===== src/rtl/eth_pkg.sv =====
// ---------------------------------------------------------------------------
// eth_pkg
// Shared definitions for the Ethernet RX framing path.
//   rx_state_t    : receive framer FSM states
//   PREAMBLE_BYTE : GMII preamble octet (0x55)
//   SFD_BYTE      : start-of-frame delimiter octet (0xD5)
//   FCS_LEN       : number of trailing FCS octets stripped from each frame
//   LEN_W         : width of the saturating frame length counter
// ---------------------------------------------------------------------------
package eth_pkg;

    typedef enum logic [2:0] {
        IDLE     = 3'd0,
        PREAMBLE = 3'd1,
        DATA     = 3'd2,
        CHECK    = 3'd3,
        DROP     = 3'd4
    } rx_state_t;

    localparam logic [7:0] PREAMBLE_BYTE = 8'h55;
    localparam logic [7:0] SFD_BYTE      = 8'hD5;
    localparam int         FCS_LEN       = 4;
    localparam int         LEN_W         = 11;

endpackage


===== src/rtl/eth_rx_fcs_strip.sv =====
// ---------------------------------------------------------------------------
// eth_rx_fcs_strip
// Delay line that holds back the last FCS_LEN+1 bytes of a frame so the FCS
// can be dropped once the end of the frame is known.
//   clk, rst_n : clock, asynchronous active-low reset
//   push_i     : a new frame byte is available on data_i
//   flush_i    : end of frame; release the oldest held byte as the last beat
//   clear_i    : start of a new frame; forget any held bytes
//   data_i     : incoming frame byte
//   beat_o     : data_o is a payload byte to be emitted this cycle
//   last_o     : that payload byte is the final one of the frame
//   data_o     : oldest held byte
// ---------------------------------------------------------------------------
module eth_rx_fcs_strip
    import eth_pkg::*;
(
    input  logic       clk,
    input  logic       rst_n,
    input  logic       push_i,
    input  logic       flush_i,
    input  logic       clear_i,
    input  logic [7:0] data_i,
    output logic       beat_o,
    output logic       last_o,
    output logic [7:0] data_o
);

    localparam int         DEPTH = FCS_LEN + 1;
    localparam logic [2:0] FULL  = 3'(DEPTH);

    logic [7:0] shift_q [DEPTH];
    logic [2:0] count_q;
    logic [2:0] count_d;
    logic       full;

    assign full = (count_q == FULL);

    // A byte only leaves the line once it is known not to be FCS: either a
    // further byte pushes in behind a full line, or the frame ends while the
    // line is full. With fewer than DEPTH bytes held, everything is FCS (or
    // shorter) and nothing is released.
    assign beat_o = full && (push_i || flush_i);
    assign last_o = full && flush_i;
    assign data_o = shift_q[DEPTH-1];

    // Occupancy tracks how many real frame bytes sit in the line and stops
    // at DEPTH; both the start and the end of a frame empty it.
    always_comb begin
        count_d = count_q;
        if (clear_i || flush_i) begin
            count_d = '0;
        end else if (push_i && !full) begin
            count_d = count_q + 3'd1;
        end
    end

    // Occupancy register.
    always_ff @(posedge clk or negedge rst_n) begin
        if (!rst_n) begin
            count_q <= '0;
        end else begin
            count_q <= count_d;
        end
    end

    // Plain shift register: newest byte enters at index 0, so when the line
    // is full the oldest byte always sits at the far end.
    always_ff @(posedge clk or negedge rst_n) begin
        if (!rst_n) begin
            for (int i = 0; i < DEPTH; i++) begin
                shift_q[i] <= '0;
            end
        end else if (push_i) begin
            shift_q[0] <= data_i;
            for (int i = 1; i < DEPTH; i++) begin
                shift_q[i] <= shift_q[i-1];
            end
        end
    end

endmodule


===== src/rtl/eth_rx_frame.sv =====
// ---------------------------------------------------------------------------
// eth_rx_frame
// GMII receive framer. Strips preamble/SFD, streams frame bytes (including
// FCS) to an external CRC32 checker, strips the FCS and presents the payload
// as a byte stream with end-of-frame and error flags.
//   MIN_LEN, MAX_LEN : legal frame length range, DA through FCS
//   clk, rst_n       : clock, asynchronous active-low reset
//   rx_dv/rx_er/rxd  : GMII receive inputs
//   crc_valid        : byte strobe to the CRC checker
//   crc_data         : byte to the CRC checker
//   crc_clr_n        : active-low one-cycle checker init pulse at SFD
//   crc_ok           : checker result, valid in the cycle after the last byte
//   m_tdata/m_tvalid : payload byte stream
//   m_tlast/m_tuser  : last payload beat, frame-bad flag on that beat
//   stat_good        : pulse with a good m_tlast
//   stat_bad         : pulse with a bad m_tlast or a frame too short to emit
// ---------------------------------------------------------------------------
module eth_rx_frame
    import eth_pkg::*;
#(
    parameter int MIN_LEN = 64,
    parameter int MAX_LEN = 1518
) (
    input  logic       clk,
    input  logic       rst_n,
    input  logic       rx_dv,
    input  logic       rx_er,
    input  logic [7:0] rxd,
    output logic       crc_valid,
    output logic [7:0] crc_data,
    output logic       crc_clr_n,
    input  logic       crc_ok,
    output logic [7:0] m_tdata,
    output logic       m_tvalid,
    output logic       m_tlast,
    output logic       m_tuser,
    output logic       stat_good,
    output logic       stat_bad
);

    localparam logic [LEN_W-1:0] MIN_LEN_C = LEN_W'(MIN_LEN);
    localparam logic [LEN_W-1:0] MAX_LEN_C = LEN_W'(MAX_LEN);
    localparam logic [LEN_W-1:0] LEN_SAT   = '1;

    logic             dv_q;
    logic             er_q;
    logic [7:0]       rxd_q;

    rx_state_t        state_q;
    rx_state_t        state_d;
    logic [LEN_W-1:0] len_q;
    logic [LEN_W-1:0] len_d;
    logic             err_q;
    logic             err_d;

    logic             sfd_hit;
    logic             push;
    logic             flush;
    logic             frame_bad;

    logic             beat;
    logic             beat_last;
    logic [7:0]       beat_data;

    // Input register stage: everything downstream works on these copies so
    // the GMII pins see a single flop load.
    always_ff @(posedge clk or negedge rst_n) begin
        if (!rst_n) begin
            dv_q  <= 1'b0;
            er_q  <= 1'b0;
            rxd_q <= '0;
        end else begin
            dv_q  <= rx_dv;
            er_q  <= rx_er;
            rxd_q <= rxd;
        end
    end

    // Framer state machine. A frame must open with at least one preamble
    // byte; anything unexpected before the SFD parks us in DROP until the
    // carrier goes away. CHECK lasts exactly one cycle and always returns to
    // IDLE, so a byte arriving during it (short IPG) is lost and the next
    // frame has to present a fresh preamble.
    always_comb begin
        state_d = state_q;
        sfd_hit = 1'b0;
        push    = 1'b0;
        flush   = 1'b0;
        case (state_q)
            IDLE: begin
                if (dv_q) begin
                    state_d = (rxd_q == PREAMBLE_BYTE) ? PREAMBLE : DROP;
                end
            end
            PREAMBLE: begin
                if (!dv_q) begin
                    state_d = IDLE;
                end else if (rxd_q == SFD_BYTE) begin
                    state_d = DATA;
                    sfd_hit = 1'b1;
                end else if (rxd_q != PREAMBLE_BYTE) begin
                    state_d = DROP;
                end
            end
            DATA: begin
                if (dv_q) begin
                    push = 1'b1;
                end else begin
                    state_d = CHECK;
                end
            end
            CHECK: begin
                flush   = 1'b1;
                state_d = IDLE;
            end
            DROP: begin
                if (!dv_q) begin
                    state_d = IDLE;
                end
            end
            default: begin
                state_d = IDLE;
            end
        endcase
    end

    // Length counter and sticky error. Oversize is flagged as soon as the
    // byte that crosses MAX_LEN arrives, so saturation of the counter later
    // on cannot hide it. Both are reset at the SFD.
    always_comb begin
        len_d = len_q;
        err_d = err_q;
        if (sfd_hit) begin
            len_d = '0;
            err_d = 1'b0;
        end else if (push) begin
            if (len_q != LEN_SAT) begin
                len_d = len_q + 1'b1;
            end
            if (er_q || (len_q >= MAX_LEN_C)) begin
                err_d = 1'b1;
            end
        end
    end

    // Final verdict, only meaningful in CHECK where crc_ok reflects the last
    // FCS byte.
    assign frame_bad = err_q || (len_q < MIN_LEN_C) || !crc_ok;

    // FSM, length and error registers.
    always_ff @(posedge clk or negedge rst_n) begin
        if (!rst_n) begin
            state_q <= IDLE;
            len_q   <= '0;
            err_q   <= 1'b0;
        end else begin
            state_q <= state_d;
            len_q   <= len_d;
            err_q   <= err_d;
        end
    end

    eth_rx_fcs_strip u_strip (
        .clk     (clk),
        .rst_n   (rst_n),
        .push_i  (push),
        .flush_i (flush),
        .clear_i (sfd_hit),
        .data_i  (rxd_q),
        .beat_o  (beat),
        .last_o  (beat_last),
        .data_o  (beat_data)
    );

    // CRC checker feed. The init pulse lands in the cycle between the SFD
    // and the first DA byte, so the checker starts every frame from a clean
    // state even when frames are back to back.
    always_ff @(posedge clk or negedge rst_n) begin
        if (!rst_n) begin
            crc_valid <= 1'b0;
            crc_data  <= '0;
            crc_clr_n <= 1'b1;
        end else begin
            crc_valid <= push;
            crc_clr_n <= !sfd_hit;
            if (push) begin
                crc_data <= rxd_q;
            end
        end
    end

    // Payload and statistics outputs. A frame of FCS_LEN bytes or fewer
    // produces no beats but still reports stat_bad, since it is always a
    // runt.
    always_ff @(posedge clk or negedge rst_n) begin
        if (!rst_n) begin
            m_tdata   <= '0;
            m_tvalid  <= 1'b0;
            m_tlast   <= 1'b0;
            m_tuser   <= 1'b0;
            stat_good <= 1'b0;
            stat_bad  <= 1'b0;
        end else begin
            m_tvalid  <= beat;
            m_tlast   <= beat_last;
            m_tuser   <= beat_last && frame_bad;
            stat_good <= flush && !frame_bad;
            stat_bad  <= flush && frame_bad;
            if (beat) begin
                m_tdata <= beat_data;
            end
        end
    end

endmodule


===== config.mk =====
export PLATFORM = sky130hd
export DESIGN_NAME = eth_rx_frame
export DESIGN_NICKNAME = d
export VERILOG_FILES = /design/src/rtl/eth_pkg.sv /design/src/rtl/eth_rx_fcs_strip.sv /design/src/rtl/eth_rx_frame.sv
export SDC_FILE = /design/constraint.sdc
export NUM_CORES = 1
export LEC_CHECK = 0
export CAP_MARGIN = 10
export CELL_PAD_IN_SITES_DETAIL_PLACEMENT = 0
export CELL_PAD_IN_SITES_GLOBAL_PLACEMENT = 2
export CORE_MARGIN = 8
export CORE_UTILIZATION = 39
export DETAILED_ROUTE_END_ITERATION = 16
export PLACE_DENSITY = 0.87
export SLEW_MARGIN = 25
export SYNTH_ARGS = -nofsm -noshare
export SYNTH_HDL_FRONTEND = slang
export SYNTH_SLANG_ARGS = --single-unit
export TNS_END_PERCENT = 1

===== constraint.sdc =====
create_clock -name clk -period 3.6 [get_ports clk]
set_input_delay 0.72 -clock clk [delete_from_list [all_inputs] [get_ports clk]]
set_output_delay 0.72 -clock clk [all_outputs]
set_load 0.01 [all_outputs]

## After elaboration in Yosys (flattened, before gate mapping)

Cells that the tools add are included.

| word-level totals | value |
|---|---|
| flip-flop bits (word level) | 83 |
| input bits | 13 |
| output and inout bits | 23 |

| operators by class | value |
|---|---|
| add/subtract/negate cells | 2 |
| $lt $le $gt $ge | 2 |
| equal/unequal tests | 13 |
| multiplexer cells | 22 |
| reductions and logical operators | 23 |

Operator list:

| kind | number |
|---|---|
| $mux 11 | 3 |
| $mux 3 | 9 |
| $pmux 3 s4 | 1 |
| $add 11x1->11 const B | 1 |
| $ge 11x11->1 const B | 1 |
| $lt 11x7->1 const B | 1 |
| $ne 11x11->1 const B | 1 |
| $mux 1 | 9 |
| $eq 8x7->1 const B | 1 |
| $eq 8x8->1 const B | 1 |
| $ne 8x7->1 const B | 1 |
| $reduce_bool 2->1 | 4 |
| $eq 3x2->1 const B | 2 |
| $eq 3x3->1 const B | 2 |
| $logic_and 1x1->1 | 6 |
| $ne 2x2->1 const B | 3 |
| $logic_or 1x1->1 | 5 |
| $logic_not 1->1 | 4 |
| $ne 4x4->1 const B | 1 |
| $reduce_and 2->1 | 2 |
| $reduce_and 4->1 | 1 |
| $add 3x1->3 const B | 1 |
| $eq 3x1->1 const B | 1 |
| $logic_not 3->1 | 1 |

## Depth between registers and ports, before layout

Gate-level depths: netlist of run 1.

| depth | value |
|---|---|
| depth in word-level cells | 6 |
| mapped depth | 7 |

## Hierarchy

Synthesis of run 1 repeated with hierarchy kept, for this count alone.

| unflattened totals | value |
|---|---|
| cells, all modules | 256 |
| area, all modules | 3696.0 um^2 |

By module, submodules not included:

| module | instances | cells an instance | area each (um^2) |
|---|---|---|---|
| eth_rx_frame | 1 | 145 | 1913.1 |
| eth_rx_fcs_strip | 1 | 111 | 1783.0 |

## Worst setup path after synthesis of run 1

Ideal clock, no wire load.

| path | value |
|---|---|
| path kind | reg2reg |
| start point | reg state_q[2] |
| end point | reg len_q[7] |
| arrival | 1.582 ns |
| path slack | 1.940 ns |
| cell stages (with the launch flop) | 5 |
| buffers on the path | 0 |
| period minus slack after synthesis | 1.660 ns |
| cells stage by stage | dfrtp_1 > nand4bb_1 > or3_4 > or4_1 > a21oi_1 |

| between the ends | value |
|---|---|
| longest elaborated chain between the ends | 4 |
| elaborated cells on any way between the ends | 8 |
| those cells by class | 2 x eq/ne; 3 x mux; 3 x reduce/logical |

RTL lines:

| what | line | text |
|---|---|---|
| from (decl) | eth_rx_frame.sv:49 | `rx_state_t state_q;` |
| from (signal assigned) | eth_rx_frame.sv:157 | `state_q <= state_d;` |
| $eq 3x1->1 / $eq 3x2->1 (equally long branches) | eth_rx_frame.sv:89 | `case (state_q)` |
| $mux 1 | eth_rx_frame.sv:89 |  |
| $reduce_bool 2->1 (no line) | n/a |  |
| $reduce_and 2->1 (no line) | n/a |  |
| to (signal assigned) | eth_rx_frame.sv:158 | `len_q <= len_d;` |
| to (decl) | eth_rx_frame.sv:51 | `logic [LEN_W-1:0] len_q;` |

Several ways; a longest one is shown, not always the timed one.
A chain may end at the register's enable or synchronous reset.

## Worst setup path after layout of run 1

| path | value |
|---|---|
| start point | reg state_q[2] |
| end point | reg len_q[1] |

Same word-level chain as after synthesis.

==> metrics.md, run 1 <==
| Metric | Value |
|---|---|
| Outcome | completed |
| Power Total | 1760 uW |
| Worst-skew pair later-pin latency | 0.34 ns |
| Num CTS Buffers | 9 |
| Placed Area | 3720 um^2 |
| Remaining DRCs | 0 |
| VDD IR max | 0.224 mV |
| Share of layout cells above drive strength 1 | 8.91% |
| Critical Path Source Type | register |
| Die height | 108 um |
| Clock transition at path regs | 0.08 ns |
| Fin crit share | 63.2% |
| Yosys cell types | 44 |
| Synth Cell Area | 3310 um^2 |
| Post-synthesis sequential area ratio | 62.7% |
| Cells after synthesis | 323 |
| Clk root buf | clkbuf_8 |
| Synth Flop Type | dfrtp_1 |
| Largest net degree at the start of global routing | 84 |
| Post-CTS resize count | 0 |
| Register bit total from synthesis | 83 |
| Initial antenna violation count | 0 |
| Routed length per placed instance | 13.0 um |
| Maximum clock insertion buffer count | 2 |
| WP data required | 3.84 ns |
| Yosys Warn Count | 0 |
| Initial Utilization | 40.3% |
| RSZ-0062 raised after global routing | no |
| Critical path class | reg -> reg |
| Hpwl dp | 3.85 mm |
| Critical path fanouts, max | 41 |
| Total GRT Usage | 11.4% |
| CTS tree | done |
| # H-tree levels | 3 |
| Setup TNS | 0 ns |
| Ant diodes | 0 |
| DRT Pass-1 Iters | 4 |
| Routability Congestion | 0.791 |
| Fin crit period | 2.27 ns |
| Hold Crit Class | in -> async |
| Die width | 108 um |
| Fmax | 440 MHz |
| IO Pins | 36 |
| Slew Viols, Final | 0 |
| Total number of vias | 2223 |
| Post-CTS Setup Repair Bufs | 0 |
| Synth async-reset ratio | 100% |
| Max-Cap Viols | 0 |
| Row count | 33 |
| Relative slew margins | 50.3% |
| Die area | 11700 um^2 |
| Global-route wire length before repair | 10.7 mm |
| FF-to-FF path depth | 7 |
| Number of enable flip-flop cells after synthesis | 0 |
| Hold WS | 0.405 ns |
| Routed Antenna Nets | 0 |
| Power Density | 444 nW/um^2 |
| Critical path endpoint category | register |
| Port Buffers | 35 |
| Setup violations, final | 0 |
| Core area | 8220 um^2 |
| Clock skew | 0.00588 ns |
| Post-CTS Hold Buffers | 0 |
| Number of global-route vias before repair | 2262 |
| Detailed Route WL | 6.03 mm |
| Iter 0 DRT Violations | 106 |
| Sink Count | 83 |
| Area grow syn2layout | 19.7% |
| GRT overflow | 0 |
| Final core occ | 48.3% |
| Vias per cell | 4.79 |
| Fin nets | 371 |
| Static leakage | 0.00195 uW |
| WP data arrival | 2.52 ns |
| Post-route cell area | 3970 um^2 |
| FILL cells | 792 |
| Worst slew pin tran | 0.745 ns |
| Post-Syn Area per Cell | 10.3 um^2 |
| Post-Syn Nets | 340 |
| Final Hold Vio Count | 0 |
==> stage by stage <==
stage | std cells | setup WS, ns
5_1_grt | 464 | 1.12
4_1_cts | 464 | 1.28
3_5_place_dp | 448 | 1.29
3_3_place_gp | 448 | 1.46
6_report | 464 | 1.33
2_1_floorplan | 323 | 1.94
==> cells in the final DEF (no fill, tap or decap), types with 3 or more instances in the layout <==
cell / instances
nand4_1: 3
dfrtp_1: 82
clkdlybuf4s50_1: 34
mux2_2: 8
bufinv_16: 3
clkbuf_8: 9
buf_4: 4
a211oi_1: 4
nand2b_1: 4
ha_1: 4
inv_1: 6
nand2_1: 128
nor3_1: 3
a21oi_1: 11
nor2_1: 13
==> metal layers <==
metal | GRT usage (%) | vias to the layer above | wire length (um)
li1 | - | 1123 | -
met1 | 15.4 | 1054 | 3040
met2 | 16.5 | 40 | 2620
met3 | 2.62 | 6 | 260
met4 | 6.84 | 0 | 117
met5 | 0 | - | 0
==> worst max-delay path, cell delays in order, from the launching register on <==
cell and delay, ns:
dfrtp_1 0.43, nand4bb_2 0.41, buf_4 0.36, inv_1 0.11, buf_4 0.29, o31a_1 0.28
nor2_1 0.06, a211oi_1 0.23
==> worst paths after layout <==
kind | start | to | slack, ns
max reg2reg | state_q[2] | len_q[1] | 1.33
max | state_q[2] | len_q[1] | 1.33
min | rst_n | state_q[0] | 0.41
max in group asynchronous | rst_n | u_strip.shift_q[8] | 2.68
min reg2reg | u_strip.shift_q[19] | u_strip.shift_q[11] | 0.46
min in group clk | u_strip.shift_q[19] | u_strip.shift_q[11] | 0.46
==> kinds of logic after synthesis <==
| logic type | count (synthesis) | share of synthesized area, % |
|---|---|---|
| AO/OA/AOI/OAI | 30 | 6.15 |
| XOR/XNOR | 4 | 1.06 |
| adder cells (fa/ha/maj) | 4 | 1.51 |
| buffers and inverters | 25 | 3.85 |
| flip-flops | 83 | 62.7 |
| multiplexers | 9 | 3.02 |
| AND/OR/NAND/NOR | 168 | 21.7 |
==> power by group <==
group / leakage, uW / switching, uW / internal (uW)
Combinational: 0.000705 / 19.9 / 14.2
Sequential: 0.00113 / 4.28 / 938
Clock: 0.000113 / 324 / 462
==> cell type report <==
class                   instances  area [um^2]  share of cell area (%)
well taps                     105          131                    3.31
multi-input cells             215         1110                    28.1
flip-flops and latches         83         2080                    52.4
repair buffers                 39          382                    9.62
clock inverters                 6          114                    2.87
clock buffers                  10          128                    3.22
inverters                       6         22.5                   0.567
==> flip-flops by register name, indices dropped and copies added, names as in the netlist <==
signal and cells:
u_strip.data_o 8, er_q 1, stat_bad 1, m_tlast 1, u_strip.count_q 3, rxd_q 8
len_q 11, m_tdata 8, stat_good 1, crc_valid 1, state_q 3, m_tuser 1
err_q 1, crc_clr_n 1, m_tvalid 1, u_strip.shift_q 32, dv_q 1
==> Yosys cell counts (all sizes together) (2+ instances only) <==
master	instances	area share, %
nand2b	4	0.75
xor2	2	0.53
mux2	8	2.7
buf	14	2.6
inv	6	0.68
o21ai	2	0.30
nand2	128	14
nor3	3	0.45
dfrtp	82	62
nor4	2	0.38
a21oi	12	1.9
ha	4	1.5
a211oi	4	0.91
clkbuf	5	0.57
and4b	2	0.60
o211ai	2	0.45
nand4	3	0.57
or3	3	0.72
nand3	2	0.30
xnor2	2	0.53
nor2	13	1.5
o21a	2	0.45
(Power assumes the default switching activity.)
==> run 2, diff against run 1 <==
- CORE_UTILIZATION: 39 -> 32
- PLACE_DENSITY: 0.87 -> 0.77
- clock period: 3.6 -> 1.95 ns (I/O delays scaled with it)
==> run 2 against run 1 <==
Net effect: clock power grew 46%; register-to-register slack got worse by 1.2 ns; first-iteration DRC count up 36%; cell count grew 7.5%; worst hold slack got worse by 0.37 ns; critical path depth is 3 lower; maximum frequency rose by 24%; via count shrank 0.27%; worst setup slack got worse by 1.2 ns; largest cell class unchanged; total power up 68%.
==> metrics.md, run 2 (synthesis gave the netlist of run 1 again) <==
| Metric | Value |
|---|---|
| Outcome | completed (unchanged) |
| Crit-path cells | nand4bb_2, or3_4, or4_1, a21oi_1 (was nand4bb_2, buf_4, inv_1, buf_4, o31a_1, nor2_1, a211oi_1) |
| Share of layout cells above drive strength 1 | 10.2% (was 8.91%) |
| Die area | 13900 um^2 (was 11700 um^2) |
| IO Pins | 36 (unchanged) |
| Clock share of power | 39.0% (was 44.6%) |
| Worst slew pin tran | 0.453 ns (was 0.745 ns) |
| Clk root buf | clkbuf_8 (unchanged) |
| Routed length per placed instance | 12.7 um (was 13.0 um) |
| Critical Path Source Type | register (unchanged) |
| GRT overflow | 0 (unchanged) |
| Highest-count cells in the layout ignoring fill and taps | 128 x nand2_1, 82 x dfrtp_1, 34 x clkdlybuf4s50_1 (unchanged) |
| Critical path fanouts, max | 7 (was 41) |
| Row count | 37 (was 33) |
| Core area | 10200 um^2 (was 8220 um^2) |
| Final Hold Vio Count | 0 (unchanged) |
| Net switching power | 692 uW (was 348 uW) |
| Routed Antenna Nets | 0 (unchanged) |
| Die width | 118 um (was 108 um) |
| Static leakage | 0.00195 uW (about the same) |
| WP data required | 2.22 ns (was 3.84 ns) |
| Worst-skew pair later-pin latency | 0.35 ns (was 0.34 ns) |
| Max-Cap Viols | 0 (unchanged) |
| Initial Utilization | 32.5% (was 40.3%) |
| Fin nets | 375 (was 371) |
| Critical R2R Capture | len_q[7] (was len_q[1]) |
| Critical Path Max Stage Delay | 0.47 ns (was 0.43 ns) |
| Fin crit share | 93.9% (was 63.2%) |
| Post-CTS Hold Buffers | 0 (unchanged) |
| Total GRT Usage | 9.78% (was 11.4%) |
| Dpl ws | 0.128 ns (was 1.29 ns) |
| Slowest CP cell | or4_1 (was dfrtp_1) |
| CTS tree | done (unchanged) |
| Critical path endpoint category | register (unchanged) |
| Largest registers | u_strip.shift_q x32, len_q x11 (unchanged) |
| Sink Count | 83 (unchanged) |
| R2R Path Start | state_q[2] (unchanged) |
| Area grow syn2layout | 20.8% (was 19.7%) |
| Clock transition at path regs | 0.08 ns (about the same) |
| Clock skew | 0.00751 ns (was 0.00588 ns) |
| Fmax | 546 MHz (was 440 MHz) |
| Slew Viols, Final | 0 (unchanged) |
| Global-route wire length before repair | 11.3 mm (was 10.7 mm) |
| Detailed Route WL | 6.34 mm (was 6.03 mm) |
| # H-tree levels | 3 (unchanged) |
| Internal Pwr Total | 2270 uW (was 1410 uW) |
| Top reg by flops | u_strip.shift_q (unchanged) |
| Maximum clock insertion buffer count | 2 (unchanged) |
| VDD IR max | 0.247 mV (was 0.224 mV) |
| FF-to-FF path depth | 4 (was 7) |
| Num CTS Buffers | 9 (unchanged) |
| Relative slew margins | 69.8% (was 50.3%) |
| FILL cells | 1037 (was 792) |
| Reg2Reg Setup Slack | 0.12 ns (was 1.33 ns) |
| Iter 0 DRT Violations | 144 (was 106) |
| Total number of vias | 2217 (was 2223) |
| Max FFs per register | 32 (unchanged) |
| Port Buffers | 35 (unchanged) |
| Fin crit period | 1.83 ns (was 2.27 ns) |
| Hpwl dp | 3.98 mm (was 3.85 mm) |
| Setup violations, final | 0 (unchanged) |
| Net Sw Frac | 23.4% (was 19.7%) |
| Ant diodes | 0 (unchanged) |
| Register share of total power | 58.7% (was 53.5%) |
| Die height | 118 um (was 108 um) |
| Post-CTS resize count | 0 (unchanged) |
| WP data arrival | 2.11 ns (was 2.52 ns) |
| Power Density | 740 nW/um^2 (was 444 nW/um^2) |
| Setup ws final | 0.119 ns (was 1.33 ns) |
| Comb power frac | 2.3% (was 1.9%) |
| Vias per cell | 4.44 (was 4.79) |
| Number of global-route vias before repair | 2321 (was 2262) |
| Routability Congestion | 0.773 (was 0.791) |
| DRT Pass-1 Iters | 4 (unchanged) |
| Setup TNS | 0 ns (unchanged) |
| Critical path class | reg -> reg (unchanged) |
| Largest net degree at the start of global routing | 84 (unchanged) |
| Most common cell after layout, fill and taps aside | nand2_1 (unchanged) |
| Remaining DRCs | 0 (unchanged) |
| Hold Crit Class | in -> async (unchanged) |
| Initial antenna violation count | 0 (unchanged) |
| Post-CTS Setup Repair Bufs | 0 (unchanged) |
| RSZ-0062 raised after global routing | no (unchanged) |
-- run 2: cell count changes in the layout (fill, tap and decap cells not counted), sizes merged --
cell and change:
buf +4, bufinv -3, inv +2, clkinvlp +1
-- run 2: metal layers --
metal / routed length (um) / GRT usage, % / up-vias / part of all wire [%]
li1: - / - / 1127 / -
met1: 3240 / 13.0 / 1054 / 51
met2: 2820 / 14.4 / 31 / 44
met3: 204 / 2.83 / 5 / 3.2
met4: 75 / 4.32 / 0 / 1.2
met5: 0 / 0 / - / 0
-- run 2: how the worst max path moves through the flow --
stage	from	to	slack, ns
2_1_floorplan	state_q[2]	len_q[7]	0.29
4_1_cts	state_q[2]	len_q[7]	0.11
5_1_grt	state_q[2]	len_q[7]	0.03
3_5_place_dp	state_q[2]	len_q[7]	0.13
3_3_place_gp	state_q[2]	len_q[7]	0.18
6_report	state_q[2]	len_q[7]	0.12
-- run 2: stage by stage --
| stage | cells | total power, uW | cell area, um^2 | hold slack, ns | utilization (%) |
|---|---|---|---|---|---|
| after floorplan | 323 | 1780 | 3310 | 0.0944 | - |
| after global placement | 483 | 1840 | 3820 | 0.445 | 37.5 |
| after detailed placement | 483 | 1850 | 3820 | 0.447 | 37.5 |
| after CTS | 499 | 3020 | 4000 | 0.0662 | 39.3 |
| after global routing | 499 | 3090 | 4000 | 0.0690 | 39.3 |
| final | 499 | 2960 | 4000 | 0.0371 | 39.3 |
-- run 2: cell type report --
| cell class | count | area (um^2) | area share [%] |
|---|---|---|---|
| sequential | 83 | 2080 | 51.9 |
| multi-input combinational | 215 | 1110 | 27.8 |
| timing repair buffer | 43 | 433 | 10.8 |
| tap | 136 | 170 | 4.25 |
| clock buffer | 10 | 138 | 3.44 |
| clock inverter | 6 | 48.8 | 1.22 |
| inverter | 6 | 22.5 | 0.563 |
-- run 2: critical path: cells and delay by family (launching register included) --
kind / cells / cell delay (ns)
AND/OR/NAND/NOR: 3 / 1.17
flip-flops: 1 / 0.43
AO/OA/AOI/OAI: 1 / 0.15
-- run 2: power groups by stage --
stage               clock, uW  combinational [uW]  sequential [uW]
floorplan                   0                6.87             1770
global placement            0                71.2             1770
detailed placement          0                71.6             1770
CTS                      1210                71.6             1740
global route             1270                78.1             1740
finish                   1150                67.6             1740
==> run 3, diff against run 2 <==
- SKIP_CTS_REPAIR_TIMING: default -> 1
==> results of run 3 <==
The final DEF is identical to that of run 2; final timing and power are the same.
==> patch: new RTL, settings of run 3 <==
Set the package constant `FCS_LEN` to 2 (it was 4).
--- a/src/rtl/eth_pkg.sv
+++ b/src/rtl/eth_pkg.sv
@@ -19,7 +19,7 @@
 
     localparam logic [7:0] PREAMBLE_BYTE = 8'h55;
     localparam logic [7:0] SFD_BYTE      = 8'hD5;
-    localparam int         FCS_LEN       = 4;
+    localparam int         FCS_LEN       = 2;
     localparam int         LEN_W         = 11;
 
 endpackage
Formal check against the unedited RTL: not equivalent (Yosys sat finds a counterexample within 10 cycles, from zero or initial values and one cycle with rst_n low).
==> patch against run 3 <==
- routed wire length is 8.2% lower
- critical path depth is 3 lower
- setup slack better by 0.052 ns
- count of clock-buffer cells in the layout is 2 higher
- power is 5.6% lower
- area after synthesis is 16% lower
- sequential power is 19% lower
- fmax is 2.9% higher
- final cell count is 17% lower
- first-iteration DRC count is 45% lower
- final area is 13% lower
- synthesized cell count is 19% lower
- sequential cell count is 16 lower
==> patch: results (changes against run 3) <==
stage;metric;value;unit;change
drt;DRT Wirelength;5820;um;-8.2%
placed_design;Post-Place Worst Slack;0.253;ns;+0.125 ns
global_routing;global-route wire length before repair;9880;um;-12%
setup_path;delay-heaviest family, CP;buffers and inverters;;
cells_and_area;Final nets;316;;-16%
drt;met2 WL;2610;um;-7.5%
global_routing;Total Routing Usage GR;10.9;%;+1.1 points
synth;top cells by area, synth;dfrtp_1, nand2_1, mux2_2;;
setup_path;CP arrival;1.39;ns;-0.72 ns
global_routing;grt met3 use;3.63;%;+0.80 points
synth;Post-Syn Instances;263;;-19%
setup_path;Max stage delay cell, worst path;clkdlybuf4s50_1;;
cells_and_area;Fillers;826;;-20%
power;Net Sw Power;0.573;mW;-17%
global_routing;Congestion Overflow GR;0;;unchanged
timing;Slew headroom;61.3;%;-8.5 points
global_routing;met1 usage;15.0;%;+1.9 points
global_routing;GR Util met2;14.8;%;+0.42 points
power;Max IR drop VDD;0.000355;V;+43%
global_routing;largest net degree at the start of global routing;25;;-70%
setup_path;Crit Path Max Fanout;1;;-6
synth;Post-synth ARST share;100;%;unchanged
placed_design;DP Cell Count;396;;-18%
placed_design;dpl cell area;0.00325;sq mm;-15%
global_routing;vias in the first global route;1890;;-19%
drt;initial drt markers;79;;-45%
drt;Met3 Wirelength;252;um;+24%
power;static leakage;1.68;nW;-14%
synth;synth unique cells;50;;+14%
placed_design;gp weighted congestion;0.803;;+3.8%
synth;most frequent cells after synthesis;nand2_1, dfrtp_1, nor2_1, buf_4, mux2_2;;
drt;Vias/cell;4.65;;+4.7%
synth;syn_nets;280;;-18%
synth;sequential area share after synthesis;59.9;%;-2.8 points
drt;M1 wire length;2850;um;-12%
cells_and_area;Non-Filler Instances;412;;-17%
cells_and_area;layout cells sized above 1;12.8;%;+2.6 points
cells_and_area;top flop regs;u_strip.shift_q: 16 flops, len_q: 11 flops;;
outcome;run status;finished, final reports clean;;
placed_design;DP HPWL;4060;um;+1.9%
setup_path;CP max stage delay;0.53;ns;+0.06 ns
==> patch: changes by cell type after synthesis, moves of 3 or more <==
cell      before  now
nand2_1      128   81
dfrtp_1       82   66
a21oi_1       11    7
a31oi_1        0    3
clkbuf_1       5    2
nor3_1         3    6
==> patch: worst paths after layout <==
check / from / end / slack [ns] / cells past startpoint
max in group asynchronous: rst_n / crc_clr_n / 1.30 / 2
setup / recovery: crc_clr_n / crc_clr_n / 0.17 / 1
hold reg to reg: rxd_q[4] / u_strip.shift_q[20] / 0.47 / 2
min in group clk: rxd_q[4] / u_strip.shift_q[20] / 0.47 / 2
hold / removal: rst_n / crc_valid / 0.04 / 1
setup reg to reg: len_q[0] / len_q[1] / 0.27 / 5
==> patch: area by class of cell <==
class | count | area [sq um] | area share [%]
Clock buffer | 12 | 155 | 4.46
Clock inverter | 4 | 72.6 | 2.09
Inverter | 6 | 23.8 | 0.684
Multi-Input combinational cell | 173 | 990 | 28.5
Sequential cell | 67 | 1680 | 48.3
Tap cell | 108 | 135 | 3.89
Timing Repair Buffer | 42 | 423 | 12.2
==> patch: logic make-up after synthesis <==
group | synth area share [%]
AOI/OAI and AO/OA | 6.66
xor gates and xnor gates | 1.25
adders and majority gates | 1.79
buffers and inverters | 4.74
DFF | 59.9
muxes | 3.57
and+or+nand+nor | 22.1
==> patch: through the flow <==
step	hold WS (ns)	utilization (%)
after floorplan	0.0944	-
after global placement	0.419	37.8
after detailed placement	0.422	37.8
after CTS	0.0455	40.5
after global routing	0.0669	40.5
final	0.0446	40.5
==> patch: power groups by stage <==
stage,clock (mW),combinational [mW],sequential (mW)
global placement,0,0.0704,1.44
floorplan,0,0.00817,1.44
finish,1.32,0.0676,1.41
global route,1.42,0.0773,1.41
detailed placement,0,0.0710,1.44
CTS,1.35,0.0712,1.41
